$ cat src/rtl/prv_trap_ctrl.sv
// Machine-mode trap controller: prioritises exceptions, interrupts and mret,
// holds the flush request until the pipeline drains, then issues the redirect.
module prv_trap_ctrl #(
  parameter logic [31:0] RESET_PC = 32'h0000_0200
) (
  input  logic        CLK,
  input  logic        nRST,
  input  logic        mal_insn,
  input  logic        fault_insn,
  input  logic        illegal_insn,
  input  logic        breakpoint,
  input  logic        env,
  input  logic        mal_l,
  input  logic        fault_l,
  input  logic        mal_s,
  input  logic        fault_s,
  input  logic        fault_insn_page,
  input  logic        fault_load_page,
  input  logic        fault_store_page,
  input  logic        prot_fault_i,
  input  logic        prot_fault_l,
  input  logic        prot_fault_s,
  input  logic        mret,
  input  logic        pipe_clear,
  input  logic [31:0] epc,
  input  logic [31:0] badaddr,
  input  logic        timer_int,
  input  logic        soft_int,
  input  logic        ext_int,
  input  logic [31:0] mie_bits,
  input  logic        mstatus_mie,
  input  logic [1:0]  curr_privilege_level,
  input  logic [31:0] mtvec,
  input  logic [31:0] mepc,
  output logic        intr,
  output logic        insert_pc,
  output logic [31:0] priv_pc,
  output logic        trap_we,
  output logic        ret_we,
  output logic [31:0] cause_o,
  output logic [31:0] mepc_o,
  output logic [31:0] mtval_o,
  output logic [1:0]  state_o
);

  localparam logic [1:0] IDLE      = 2'd0;
  localparam logic [1:0] TRAP_PEND = 2'd1;
  localparam logic [1:0] RET_PEND  = 2'd2;
  localparam logic [1:0] REDIRECT  = 2'd3;

  logic [1:0]  state_q, state_d;
  logic        is_ret_q, is_ret_d;
  logic        is_int_q, is_int_d;
  logic [4:0]  code_q, code_d;
  logic [31:0] mepc_q, mepc_d;
  logic [31:0] mtval_q, mtval_d;
  logic [31:0] priv_pc_q, priv_pc_d;

  logic        exc_any;
  logic [4:0]  exc_code;
  logic        int_glb;
  logic [2:0]  int_pend;
  logic [4:0]  int_code;
  logic [31:0] trap_target;
  logic        unused_mie;

  assign unused_mie = ^{mie_bits[31:12], mie_bits[10:8], mie_bits[6:4], mie_bits[2:0]};

  always_comb begin
    exc_any  = 1'b1;
    exc_code = 5'd0;
    if (fault_insn_page)               exc_code = 5'd12;
    else if (fault_insn | prot_fault_i) exc_code = 5'd1;
    else if (illegal_insn)             exc_code = 5'd2;
    else if (mal_insn)                 exc_code = 5'd0;
    else if (breakpoint)               exc_code = 5'd3;
    else if (env)                      exc_code = 5'd8 + {3'd0, curr_privilege_level};
    else if (mal_l)                    exc_code = 5'd4;
    else if (mal_s)                    exc_code = 5'd6;
    else if (fault_load_page)          exc_code = 5'd13;
    else if (fault_store_page)         exc_code = 5'd15;
    else if (fault_l | prot_fault_l)   exc_code = 5'd5;
    else if (fault_s | prot_fault_s)   exc_code = 5'd7;
    else                               exc_any  = 1'b0;
  end

  // Below M-mode interrupts are always globally enabled.
  assign int_glb  = mstatus_mie | (curr_privilege_level != 2'b11);
  assign int_pend = {ext_int & mie_bits[11], soft_int & mie_bits[3], timer_int & mie_bits[7]}
                    & {3{int_glb}};

  always_comb begin
    int_code = 5'd7;
    if (int_pend[2])      int_code = 5'd11;
    else if (int_pend[1]) int_code = 5'd3;
  end

  assign trap_target = {mtvec[31:2], 2'b00}
                     + (((mtvec[1:0] == 2'b01) && is_int_q) ? {25'd0, code_q, 2'b00} : 32'd0);

  // Handshake: intr is a request held high until pipe_clear is seen high on a
  // clock edge in a pend state; pipe_clear in any other state is ignored.
  always_comb begin
    state_d   = state_q;
    is_ret_d  = is_ret_q;
    is_int_d  = is_int_q;
    code_d    = code_q;
    mepc_d    = mepc_q;
    mtval_d   = mtval_q;
    priv_pc_d = priv_pc_q;
    case (state_q)
      IDLE: begin
        if (exc_any) begin
          state_d  = TRAP_PEND;
          is_ret_d = 1'b0;
          is_int_d = 1'b0;
          code_d   = exc_code;
          mepc_d   = epc;
          mtval_d  = badaddr;
        end else if (|int_pend) begin
          state_d  = TRAP_PEND;
          is_ret_d = 1'b0;
          is_int_d = 1'b1;
          code_d   = int_code;
          mepc_d   = epc;
          mtval_d  = 32'd0;
        end else if (mret) begin
          state_d  = RET_PEND;
          is_ret_d = 1'b1;
        end
      end
      TRAP_PEND, RET_PEND: begin
        if (pipe_clear) begin
          state_d   = REDIRECT;
          priv_pc_d = is_ret_q ? mepc : trap_target;
        end
      end
      REDIRECT: state_d = IDLE;
      default:  state_d = IDLE;
    endcase
  end

  always_ff @(posedge CLK or negedge nRST) begin
    if (!nRST) begin
      state_q   <= IDLE;
      is_ret_q  <= 1'b0;
      is_int_q  <= 1'b0;
      code_q    <= 5'd0;
      mepc_q    <= 32'd0;
      mtval_q   <= 32'd0;
      priv_pc_q <= RESET_PC;
    end else begin
      state_q   <= state_d;
      is_ret_q  <= is_ret_d;
      is_int_q  <= is_int_d;
      code_q    <= code_d;
      mepc_q    <= mepc_d;
      mtval_q   <= mtval_d;
      priv_pc_q <= priv_pc_d;
    end
  end

  assign intr      = (state_q != IDLE);
  assign insert_pc = (state_q == REDIRECT);
  assign trap_we   = insert_pc & ~is_ret_q;
  assign ret_we    = insert_pc & is_ret_q;
  assign priv_pc   = priv_pc_q;
  assign cause_o   = {is_int_q, 26'd0, code_q};
  assign mepc_o    = mepc_q;
  assign mtval_o   = mtval_q;
  assign state_o   = state_q;

endmodule
$ cat config.mk
export PLATFORM = sky130hd
export DESIGN_NAME = prv_trap_ctrl
export DESIGN_NICKNAME = d
export VERILOG_FILES = /design/src/rtl/prv_trap_ctrl.sv
export SDC_FILE = /design/constraint.sdc
export NUM_CORES = 1
export LEC_CHECK = 0
export ABC_AREA = 1
export CORE_MARGIN = 4
export CORE_UTILIZATION = 35
export CTS_CLUSTER_DIAMETER = 120
export DETAILED_ROUTE_END_ITERATION = 10
export GPL_ROUTABILITY_DRIVEN = 0
export HOLD_SLACK_MARGIN = 0.15
export PLACE_DENSITY = 0.74
export RECOVER_POWER = 100
export SYNTH_ARGS = -nofsm -noshare
export SYNTH_HDL_FRONTEND = slang
export SYNTH_SLANG_ARGS = --single-unit
$ cat constraint.sdc
create_clock -name CLK -period 4.8 [get_ports CLK]
set_input_delay 0.48 -clock CLK [delete_from_list [all_inputs] [get_ports CLK]]
set_output_delay 0.48 -clock CLK [all_outputs]
set_load 0.005 [all_outputs]
# After elaboration in Yosys (flattened, before gate mapping)
# Cells that the tools add are included.
dict set report totals {
  reg_bits 105
  in_bits 185
  out_inout_bits 134
  elab_cells 82
}
dict set report classes {
  add_sub_neg 2
  n_eq_ne 7
  mux 44
  bitwise_logic 11
  n_reduce_logical 11
}
# cell count
set op_table {}
lappend op_table {{$mux W32} 5}
lappend op_table {{$mux W5} 8}
lappend op_table {{$add A32 B7 Y32} 1}
lappend op_table {{$mux W4} 5}
lappend op_table {{$mux W1} 17}
lappend op_table {{$mux W3} 3}
lappend op_table {{$mux W2} 4}
lappend op_table {{$reduce_and A2 Y1} 4}
lappend op_table {{$mux W7} 1}
lappend op_table {{$pmux W2 S3} 1}
lappend op_table {{$add A4 B2 Y5 const A} 1}
lappend op_table {{$and A1 B1 Y1} 5}
lappend op_table {{$eq A2 B1 Y1 const B} 2}
lappend op_table {{$eq A2 B2 Y1 const B} 2}
lappend op_table {{$ne A2 B2 Y1 const B} 2}
lappend op_table {{$ne A4 B4 Y1 const B} 1}
lappend op_table {{$or A1 B1 Y1} 4}
lappend op_table {{$reduce_bool A2 Y1} 2}
lappend op_table {{$and A3 B3 Y3} 1}
lappend op_table {{$reduce_bool A3 Y1} 1}
lappend op_table {{$reduce_or A3 Y1} 1}
lappend op_table {{$logic_not A2 Y1} 1}
lappend op_table {{$reduce_or A2 Y1} 1}
lappend op_table {{$logic_and A1 B1 Y1} 1}
lappend op_table {{$not A1 Y1} 1}

# Depth between registers and ports, before layout
# Gate-level depths: netlist of run 1.
dict set report logic_depth {
  depth_word 15
  mapped_depth 14
  depth_no_buf 14
}

# Worst setup path after synthesis of run 1
# Ideal clock, no wire load.
dict set report synth_path {
  path_type {input -> register}
  start {input port mtvec[1]}
  end {register priv_pc_q[28], in the netlist priv_pc[28]}
  t_arrival_ns 2.003
  slack_ns 2.681
  path_stages 13
  n_path_buf 0
  cell_sequence {nand3b_1 nor2_1 ha_1 fa_1 inv_1 o21ai_2 nand2_2 nor2_1 nand2_1 nand2_1 nand3_1 nand2_1 nand2_1}
}
dict set report synth_via {
  elab_chain_len 5
}
# element line_no
set synth_rtl {}
lappend synth_rtl {{start: declaration} 33} ;# input logic [31:0] mtvec,
lappend synth_rtl {{$eq A2 B1 Y1} 99} ;# + (((mtvec[1:0] == 2'b01) && is_int_q) ? {25'd0, code_q, 2'b00} : 32'd0);
lappend synth_rtl {{$logic_and A1 B1 Y1} 99}
lappend synth_rtl {{$mux W7} 99}
lappend synth_rtl {{$add A32 B7 Y32} 99}
lappend synth_rtl {{$mux W32} 135} ;# priv_pc_d = is_ret_q ? mepc : trap_target;
lappend synth_rtl {{end signal: assignment} 159} ;# priv_pc_q <= priv_pc_d;
lappend synth_rtl {{end: declaration} 57} ;# logic [31:0] priv_pc_q, priv_pc_d;
# Every way passes these cells.
# A chain may end at the register's enable or synchronous reset.

# Worst setup path in the final report of run 1
dict set report layout_path {
  start {input port fault_load_page}
  end {register mepc_q[3], in the netlist mepc_o[3]}
}
dict set report layout_via {
  elab_chain_len 11
}
# element line_no
set layout_rtl {}
lappend layout_rtl {{start: declaration} 18} ;# input logic fault_load_page,
lappend layout_rtl {{$mux W1 (*)} 80} ;# else if (fault_load_page) exc_code = 5'd13;
lappend layout_rtl {{$mux W1 (*)} 79} ;# else if (mal_s) exc_code = 5'd6;
lappend layout_rtl {{$mux W1 (*)} 78} ;# else if (mal_l) exc_code = 5'd4;
lappend layout_rtl {{$mux W1 (*)} 77} ;# else if (env) exc_code = 5'd8 + {3'd0, curr_privilege_level};
lappend layout_rtl {{$mux W1 (*)} 76} ;# else if (breakpoint) exc_code = 5'd3;
lappend layout_rtl {{$mux W1 (*)} 75} ;# else if (mal_insn) exc_code = 5'd0;
lappend layout_rtl {{$mux W1 (*)} 74} ;# else if (illegal_insn) exc_code = 5'd2;
lappend layout_rtl {{$mux W1 (*)} 73} ;# else if (fault_insn | prot_fault_i) exc_code = 5'd1;
lappend layout_rtl {{$mux W1 (*)} 72} ;# if (fault_insn_page) exc_code = 5'd12;
lappend layout_rtl {{$reduce_bool A2 Y1 (no source line)} -}
lappend layout_rtl {{$reduce_and A2 Y1 (no source line)} -}
lappend layout_rtl {{end signal: assignment} 157} ;# mepc_q <= mepc_d;
lappend layout_rtl {{end: declaration} 55} ;# logic [31:0] mepc_q, mepc_d;
# Every way passes the cells marked *; elsewhere a longest branch is shown, timed or not.

==> impl_metrics.csv, run 1 <==
group,metric,value,unit
sta,rsz0062_at_grt,"false",
worst_setup_path,cpMostUsedCell,"nand2_1",
synth,avgSynthCellArea,7.11,um^2
sta,slew_headroom,-0.530,
worst_setup_path,worst_ep_required_time,5.09,ns
placed_design,io_buffers,262,
outcome,violations,"max-capacitance violations, max-slew violations",
cts,cts_hold_buf,0,
floorplanning,die_y,136,um
global_route,overflow,0,
floorplanning,std_cell_rows,46,
global_route,antenna_found_initial,1,
sta,period_share,0.718,
sta,hold_violations,0,
cts,cts.sinks,104,
floorplanning,die_w,136,um
routing,avgViaCountPerCell,4.51,
routing,drt_iter0_drc,315,
worst_setup_path,crit_type,"input port to flop",
pwr,p_sw_frac,0.382,
synth,mappedNetlistArea,5730,um^2
floorplanning,core_area,15900,um^2
routing,antenna_left,0,
sta,drv_slew,42,
worst_setup_path,path_cells,"dlygate4sd3_1, nor2_1, nand3_1, nor3_1, nand2_1, inv_1, nand2_1, nand2_1, buf_4, nand2_1, nand2_1",
pwr,power,4.42,mW
pwr,vdd_drop_max,231,uV
synth,yosys_warnings,0,
final_layout,instances_no_fill,1279,
worst_setup_path,crit_end,"mepc_o[3]$_DFFE_PN0P_",
worst_setup_path,cp_slowest_cell,"nand2_1",
pwr,power.leakage,4.30,nW
final_layout,areaGrowthSynthToFinish,51.2,%
final_layout,nNetsFinal,1249,
synth,ys_seq_elements,104,
routing,vias,5773,
sta,fmax,290,MHz
sta,fin_setup_tns,0,ns
worst_setup_path,crit_fanout,41,
synth,synth_cells,806,
cts,post_cts_resized,0,
pwr,p_sw,1.69,mW
placed_design,placedCellCount,1262,
cts,cts_setup_buffers,0,
sta,finalSetupViolCount,0,
pwr,pwr-share-comb,0.488,
synth,ys_seq_area_frac,0.455,
routing,drc_errors,0,
pwr,internal-power,2.73,mW
hold_path,hold_class,"input port to async pin",
sta,hold_ws,0.226,ns
worst_setup_path,startpoint_type,"input port",
global_route,grt_pass1_vias,5623,
worst_setup_path,cp.arrival,3.73,ns
worst_setup_path,cp-startpoint,"fault_load_page",
routing,drt_first_pass_iters,5,
cts,clk_pin_slew,0.08,ns
worst_setup_path,rr_worst_depth,7,
floorplanning,ioPinCount,319,
cts,insertion_delay,0.35,ns
pwr,p_per_area,510,nW/um^2
worst_setup_path,critical_path.reg2reg.startpoint,"state_o[1]$_DFFE_PN0P_",
final_layout,drive_above_1_share,0.0217,
floorplanning,initial_core_util,0.359,
sta,final.setup_skew,0.0124,ns
global_route,track_usage,0.199,
synth,synth_cell_types,28,
cts,clockBufferDepth,2,
global_route,grt_start_max_net_pins,65,
pwr,seqPwrFrac,0.346,
routing,finalWirelength,18.7,mm
sta,worst_slew_pin_slew,2.29,ns
worst_setup_path,cp_slowest_stage_delay,0.99,ns
placed_design,hpwl,14.4,mm
global_route,grt_pass1_wl,29.0,mm
cts,cts-root-buf,"clkbuf_16",
outcome,outcome,"finished, violations left",
cts,numCtsBuffers,9,
worst_setup_path,ff2ff_setup_slack,1.97,ns
cts,htreeDepth,3,
worst_setup_path,r2r_end,"mepc_o[17]$_DFFE_PN0P_",
sta,finalCriticalPeriod,3.45,ns
flow_run,drv_cap,1,
cts,cts_tree,"yes",
routing,avgRoutedWirePerCell,14.6,um
worst_setup_path,crit_path_end_kind,"flop",
pwr,power_frac_clock,0.166,
floorplanning,dieArea,18500,um^2
-- cell type report --
type                            instances  area [um^2]
Inverter                               52          195
Antenna cell                            1         2.50
Tap cell                              216          270
Multi-Input combinational cell        621         2640
Timing Repair Buffer                  269         2660
Sequential cell                       104         2600
Fill cell                            1499         7280
Clock inverter                          6         51.3
Clock buffer                           10          239
-- flip-flops by register name, summed over array words and instances, names as in the netlist --
name      cells
state_o       2
mtval_o      32
mepc_o       32
is_int_q      1
code_q        4
priv_pc      32
is_ret_q      1
-- worst max-delay path: cells and delay by family --
family	cells	cell delay (ns)
buffers and inverters	3	1.17
and+or+nand+nor	8	2.07
-- cells by family after synthesis --
| logic type | after synthesis | synth area share |
|---|---|---|
| AND/OR/NAND/NOR | 516 | 0.360 |
| flip-flops | 104 | 0.455 |
| adder cells (fa/ha/maj) | 7 | 0.0166 |
| XOR/XNOR | 9 | 0.0138 |
| buffers and inverters | 107 | 0.0987 |
| AO/OA/AOI/OAI | 62 | 0.0559 |
| other | 1 | 0.000655 |
-- metrics by stage --
stage / setup slack [ns] / utilization / area, um^2
3_5_place_dp: 1.72 / 0.527 / 8400
3_3_place_gp: 1.73 / 0.527 / 8400
5_1_grt: 1.01 / 0.543 / 8660
2_1_floorplan: 2.68 / - / 5830
6_report: 1.35 / 0.543 / 8660
4_1_cts: 2.09 / 0.545 / 8690
-- worst min-delay path by stage --
| stage | to | from |
|---|---|---|
| 4_1_cts | priv_pc[19]$_DFFE_PN0P_ | nRST |
| 5_1_grt | priv_pc[19]$_DFFE_PN0P_ | nRST |
| 3_5_place_dp | mtval_o[8]$_DFFE_PN0P_ | mtval_o[8]$_DFFE_PN0P_ |
| 6_report | priv_pc[19]$_DFFE_PN0P_ | nRST |
| 2_1_floorplan | code_q[0]$_DFFE_PN0P_ | nRST |
| 3_3_place_gp | mepc_o[21]$_DFFE_PN0P_ | mepc_o[21]$_DFFE_PN0P_ |
-- cells in the final DEF, fill, tap and decap left out, types with 3 or more instances in the layout --
master,n
a21oi_1,18
buf_4,5
clkbuf_1,3
clkbuf_16,9
clkdlybuf4s50_1,152
conb_1,27
dfrtp_1,103
dlygate4sd3_1,109
ha_1,6
inv_1,52
nand2_1,361
nand3_1,32
nand3b_1,12
nand4_1,4
nor2_1,99
nor3_1,7
o21ai_0,40
xnor2_1,4
xor2_1,5
-- metal layers --
| metal | routed length [um] | track usage | vias up | share of wire |
|---|---|---|---|---|
| met5 | 0 | 0 | - | 0 |
| met4 | 515 | 0.0806 | 0 | 0.028 |
| met3 | 1340 | 0.0474 | 30 | 0.071 |
| met2 | 8780 | 0.325 | 194 | 0.47 |
| met1 | 8060 | 0.254 | 2600 | 0.43 |
| li1 | - | - | 2949 | - |
-- synthesized netlist by cell type --
library cell	count	share of area
xor2_1	5	0.0076
o21ai_0	36	0.031
o21a_1	2	0.0026
xnor2_1	4	0.0061
o21ai_1	4	0.0035
ha_1	6	0.013
buf_4	28	0.037
a21oi_1	18	0.016
buf_2	5	0.0044
nand4_1	4	0.0044
nand2_1	357	0.23
conb_1	1	0.00065
nor3_2	1	0.0017
dfstp_2	1	0.0046
buf_6	7	0.014
fa_1	1	0.0035
nand3_1	32	0.028
inv_1	51	0.033
inv_2	1	0.00065
dfrtp_1	103	0.45
nor2_1	98	0.064
nand3b_1	12	0.016
o22ai_1	1	0.0011
nand2_2	4	0.0044
nor3_1	6	0.0052
clkbuf_1	15	0.0098
o21ai_2	1	0.0015
nor2_2	2	0.0022
-- power by group through the flow --
| stage | Sequential [mW] | Combinational, mW | Clock (mW) |
|---|---|---|---|
| final | 1.53 | 2.16 | 0.734 |
| after global routing | 1.59 | 2.44 | 0.793 |
| after CTS | 1.55 | 2.37 | 0.756 |
| after detailed placement | 1.56 | 2.36 | 0 |
| after global placement | 1.55 | 2.32 | 0 |
| after floorplan | 1.59 | 1.05 | 0 |
Note: power is estimated with default switching activity, not from simulation.
==> run 2, diff against run 1 <==
--- a/config.mk
+++ b/config.mk
@@ -12,7 +12,7 @@
 export DETAILED_ROUTE_END_ITERATION = 10
 export GPL_ROUTABILITY_DRIVEN = 0
 export HOLD_SLACK_MARGIN = 0.15
-export PLACE_DENSITY = 0.74
+export PLACE_DENSITY = 0.77
 export RECOVER_POWER = 100
 export SYNTH_ARGS = -nofsm -noshare
 export SYNTH_HDL_FRONTEND = slang
==> constraint.sdc (replaced) <==
create_clock -name CLK -period 3.1 [get_ports CLK]
set_input_delay 0.31 -clock CLK [delete_from_list [all_inputs] [get_ports CLK]]
set_output_delay 0.31 -clock CLK [all_outputs]
set_load 0.005 [all_outputs]
==> run 2 against run 1 <==
Largest cell class unchanged; via count increased by 0.35%; the run now ends clean; clock power increased by 72%; cell area increased by 0.94%.
==> impl_metrics.csv, run 2 (synthesis gave the netlist of run 1 again) <==
group,metric,value,unit
outcome,outcome,"completed",
floorplanning,core_area,15900,um^2
global_route,track_usage,0.199,
routing,drc_errors,0,
sta,hold_violations,0,
final_layout,finalInstanceArea,8740,um^2
cts,clk_pin_slew,0.07,ns
worst_setup_path,crit_fanout,6,
pwr,power_frac_clock,0.181,
placed_design,hpwl,14.6,mm
sta,worst_slew_pin_slew,1.47,ns
sta,finalCriticalPeriod,2.60,ns
final_layout,areaGrowthSynthToFinish,52.6,%
worst_setup_path,cp_slowest_stage_delay,0.53,ns
worst_setup_path,crit_type,"input port to flop",
floorplanning,std_cell_rows,46,
global_route,antenna_found_initial,1,
floorplanning,dieArea,18500,um^2
pwr,p_per_area,800,nW/um^2
cts,clockBufferDepth,2,
floorplanning,initial_core_util,0.359,
routing,vias,5793,
global_route,grt_pass1_wl,29.0,mm
hold_path,hold_class,"flop to flop",
cts,cts_tree,"yes",
placed_design,placed_area,8430,um^2
cts,numCtsBuffers,9,
worst_setup_path,path_cells,"dlygate4sd3_1, nand3b_1, nor2_1, ha_1, fa_1, inv_1, o21ai_2, nand2_1, nor2_1, xor2_1, o21ai_0, nand2_1",
pwr,seqPwrFrac,0.338,
cts,cts-root-buf,"clkbuf_16",
final_layout,final_common_cell,"nand2_1",
pwr,power.leakage,4.34,nW
final_layout,utilization,0.548,
pwr,internal-power,4.38,mW
sta,slew_headroom,0.0172,
routing,avgViaCountPerCell,4.53,
final_layout,n_fill_cell,1524,
routing,drt_iter0_drc,372,
pwr,p_sw,2.61,mW
final_layout,nNetsFinal,1250,
routing,avgRoutedWirePerCell,14.7,um
cts,cts.sinks,104,
pwr,pwr-share-comb,0.481,
worst_setup_path,critPathTopFamily,"simple AND/OR/NAND/NOR gates",
hold_path,worstHoldStart,"mepc_o[28]$_DFFE_PN0P_",
worst_setup_path,critical_path.reg2reg.startpoint,"is_int_q$_DFFE_PN0P_",
global_route,grt_pass1_vias,5590,
floorplanning,die_w,136,um
worst_setup_path,startpoint_type,"input port",
cts,htreeDepth,3,
final_layout,drive_above_1_share,0.0263,
sta,fmax,385,MHz
sta,finalSetupViolCount,0,
global_route,grt_start_max_net_pins,105,
routing,finalWirelength,18.8,mm
sta,rsz0062_at_grt,"false",
final_layout,mostFrequentLayoutCells,"nand2_1 (359), clkdlybuf4s50_1 (152), dlygate4sd3_1 (110)",
floorplanning,ioPinCount,319,
global_route,overflow,0,
flow_run,drv_cap,0,
cts,post_cts_resized,0,
floorplanning,die_y,136,um
worst_setup_path,worst_ep_required_time,3.32,ns
routing,antenna_left,0,
worst_setup_path,cp.arrival,2.82,ns
sta,drv_slew,0,
sta,fin_setup_tns,0,ns
cts,cts_setup_buffers,0,
worst_setup_path,cp_slowest_cell,"dlygate4sd3_1",
worst_setup_path,cp_num_buf_inv,2,
sta,period_share,0.839,
routing,drt_first_pass_iters,5,
worst_setup_path,cp-startpoint,"mtvec[1]",
placed_design,io_buffers,262,
pwr,vdd_drop_max,426,uV
worst_setup_path,crit_path_end_kind,"flop",
cts,insertion_delay,0.35,ns
sta,final.setup_skew,0.00851,ns
pwr,p_sw_frac,0.373,
==> run 2: through the flow <==
stage	setup WS, ns	std cells	hold slack, ns	total power [mW]
global route	0.268	1280	0.488	7.61
floorplan	1.15	832	0.0144	4.08
finish	0.500	1280	0.464	6.99
CTS	0.747	1279	0.473	7.41
global placement	0.405	1262	0.434	6.02
detailed placement	0.362	1262	0.437	6.10
==> run 2: worst reg2reg max path: stages (launching register included) <==
cell	delay [ns]
dfrtp_1	0.39
nand3b_1	0.18
nor2_1	0.18
ha_1	0.20
fa_1	0.24
inv_1	0.07
o21ai_2	0.18
nand2_1	0.18
nor2_1	0.31
xor2_1	0.13
o21ai_0	0.18
nand2_1	0.07
==> run 2: final timing paths <==
check	end	slack [ns]	cells past startpoint
max in group asynchronous	priv_pc[11]$_DFFE_PN0P_	1.18	3
hold / removal	mepc_o[28]$_DFFE_PN0P_	0.46	2
hold reg to reg	mepc_o[28]$_DFFE_PN0P_	0.46	2
min in group asynchronous	priv_pc[21]$_DFFE_PN0P_	0.92	3
setup reg to reg	priv_pc[12]$_DFFE_PN0P_	0.68	11
setup / recovery	priv_pc[12]$_DFFE_PN0P_	0.50	12
==> run 2: what timing repair did <==
| item | in CTS | in global routing |
|---|---|---|
| hold buffers | 1 | 0 |
| setup endpoints to repair | 0 | 0 |
| endpoints found under the hold margin | 103 | 0 |
==> run 2: power groups by stage <==
stage | clock (mW) | combinational, mW | sequential (mW)
2_1_floorplan | 0 | 1.63 | 2.46
3_3_place_gp | 0 | 3.62 | 2.40
3_5_place_dp | 0 | 3.68 | 2.41
4_1_cts | 1.31 | 3.69 | 2.40
5_1_grt | 1.37 | 3.78 | 2.46
6_report | 1.26 | 3.36 | 2.37
==> run 2: area by class of cell <==
class	count	area (um^2)	area share
Tap cell	216	270	0.0309
Sequential cell	104	2600	0.298
Antenna cell	1	2.50	0.000286
Clock buffer	10	229	0.0262
Timing Repair Buffer	270	2690	0.308
Multi-Input combinational cell	621	2650	0.303
Clock inverter	6	101	0.0116
Inverter	52	195	0.0223
==> run 2: per-layer routing <==
metal | vias up | wire length, um | global-route usage
li1 | 2945 | - | -
met1 | 2587 | 7890 | 0.255
met2 | 232 | 8910 | 0.325
met3 | 29 | 1520 | 0.0474
met4 | 0 | 492 | 0.0823
met5 | - | 0 | 0
==> run 3, diff against run 2 <==
--- a/config.mk
+++ b/config.mk
@@ -12,7 +12,7 @@
 export DETAILED_ROUTE_END_ITERATION = 10
 export GPL_ROUTABILITY_DRIVEN = 0
 export HOLD_SLACK_MARGIN = 0.15
-export PLACE_DENSITY = 0.77
+export PLACE_DENSITY = 0.74
 export RECOVER_POWER = 100
 export SYNTH_ARGS = -nofsm -noshare
 export SYNTH_HDL_FRONTEND = slang
==> constraint.sdc (replaced) <==
create_clock -name CLK -period 2.65 [get_ports CLK]
set_input_delay 0.265 -clock CLK [delete_from_list [all_inputs] [get_ports CLK]]
set_output_delay 0.265 -clock CLK [all_outputs]
set_load 0.005 [all_outputs]
==> run 3 against run 2 <==
The run now ends with max-capacitance violations, max-slew violations left; clock skew down 0.0019 ns; total power up 16%; die area unchanged; via count up 2.4%; largest power group unchanged.
==> impl_metrics.csv, run 3 (synthesis gave the netlist of run 1 again) <==
group,metric,value,unit
cts,clk_pin_slew,0.07,ns
pwr,vdd_drop_max,482,uV
sta,finalSetupViolCount,0,
sta,worst_slew_pin_slew,1.52,ns
global_route,grt_start_max_net_pins,60,
placed_design,placed_area,8510,um^2
final_layout,areaGrowthSynthToFinish,53.2,%
flow_run,drv_cap,1,
sta,fmax,418,MHz
global_route,grt_pass1_wl,29.4,mm
sta,hold_violations,0,
worst_setup_path,startpoint_type,"input port",
sta,period_share,0.903,
cts,numCtsBuffers,9,
sta,rsz0062_at_grt,"false",
placed_design,hpwl,14.8,mm
outcome,violations,"max-capacitance violations, max-slew violations",
floorplanning,ioPinCount,319,
pwr,p_per_area,923,nW/um^2
routing,vias,5931,
worst_setup_path,cp_slowest_cell,"nor2_2",
sta,drv_slew,60,
routing,antenna_left,0,
cts,cts_setup_buffers,0,
routing,finalWirelength,18.8,mm
global_route,antenna_found_initial,2,
sta,finalCriticalPeriod,2.39,ns
worst_setup_path,cp_slowest_stage_delay,0.77,ns
worst_setup_path,cp.arrival,2.63,ns
floorplanning,die_w,136,um
floorplanning,initial_core_util,0.359,
worst_setup_path,cpMostUsedCell,"inv_1",
final_layout,mostFrequentLayoutCells,"nand2_1 (359), clkdlybuf4s50_1 (153), dlygate4sd3_1 (109)",
global_route,overflow,0,
placed_design,io_buffers,262,
global_route,track_usage,0.203,
worst_setup_path,worst_ep_required_time,2.89,ns
floorplanning,die_y,136,um
final_layout,drive_above_1_share,0.0363,
cts,cts-root-buf,"clkbuf_16",
sta,slew_headroom,-0.0131,
final_layout,finalInstanceArea,8770,um^2
outcome,outcome,"finished, violations left",
cts,cts.sinks,104,
pwr,power.leakage,4.38,nW
hold_path,hold_class,"input port to flop",
cts,insertion_delay,0.35,ns
cts,htreeDepth,3,
routing,avgRoutedWirePerCell,14.5,um
cts,cts_tree,"yes",
routing,drt_iter0_drc,327,
floorplanning,core_area,15900,um^2
floorplanning,std_cell_rows,46,
final_layout,nNetsFinal,1261,
final_layout,final_common_cell,"nand2_1",
cts,clockBufferDepth,2,
sta,final.setup_skew,0.00662,ns
routing,drc_errors,0,
routing,avgViaCountPerCell,4.59,
worst_setup_path,path_cells,"dlygate4sd3_1, nor2_1, nand3_1, nor3_1, nand2_2, inv_1, nor2_2, buf_4, inv_1, o21ai_0, inv_1",
floorplanning,dieArea,18500,um^2
global_route,grt_pass1_vias,5773,
worst_setup_path,crit_path_end_kind,"flop",
worst_setup_path,crit_type,"input port to flop",
worst_setup_path,crit_fanout,26,
routing,drt_first_pass_iters,5,
final_layout,utilization,0.550,
[run 3: worst paths after layout]
check	start	endpoint	slack, ns	cells after the start
worst max-delay path	fault_load_page	code_q[0]$_DFFE_PN0P_	0.26	11
worst min-delay path	badaddr[26]	mtval_o[26]$_DFFE_PN0P_	0.45	3
worst max register to register	state_o[1]$_DFFE_PN0P_	code_q[0]$_DFFE_PN0P_	0.34	8
worst min register to register	mepc_o[30]$_DFFE_PN0P_	mepc_o[30]$_DFFE_PN0P_	0.47	2
max in group asynchronous	nRST	priv_pc[9]$_DFFE_PN1P_	0.53	3
min in group asynchronous	nRST	mtval_o[4]$_DFFE_PN0P_	0.82	2
[run 3: timing repair]
| item | CTS | global route |
|---|---|---|
| resized for setup | 0 | 0 |
| hold buffers | 1 | 0 |
| endpoints found under the hold margin | 57 | 0 |
[run 3: routing by layer]
metal  track usage  part of all wire
met1         0.257              0.42
met2         0.328              0.47
met3        0.0492             0.082
met4        0.0907             0.030
met5             0                 0
[run 3: metrics by stage]
step                      total power, mW  instances  hold slack (ns)  setup TNS [ns]  worst slack (ns)
after global placement               7.08       1273            0.393         -0.0678           -0.0678
after global routing                 8.82       1291            0.436               0            0.0564
after CTS                            8.58       1289            0.429               0             0.264
final                                8.10       1291            0.446               0             0.257
after floorplan                      4.78        832          -0.0306               0             0.706
after detailed placement             7.16       1273            0.415         -0.0501           -0.0501
[run 3: where the power goes]
part,internal [mW],switching (mW)
Sequential,2.39,0.383
Clock,0.737,0.630
Combinational,1.93,2.04
[run 3: layout make-up]
type	count	area (um^2)
Clock inverter	6	68.8
Multi-Input combinational cell	621	2650
Inverter	52	195
Fill cell	1529	7170
Sequential cell	104	2600
Antenna cell	2	5.00
Clock buffer	9	225
Timing Repair Buffer	281	2760
Tap cell	216	270
[run 3: worst max-delay path, delay by kind of cell]
| family | cells | cell delay, ns |
|---|---|---|
| simple gates | 5 | 1.16 |
| compound gates | 1 | 0.15 |
| buf+inv | 5 | 1.04 |
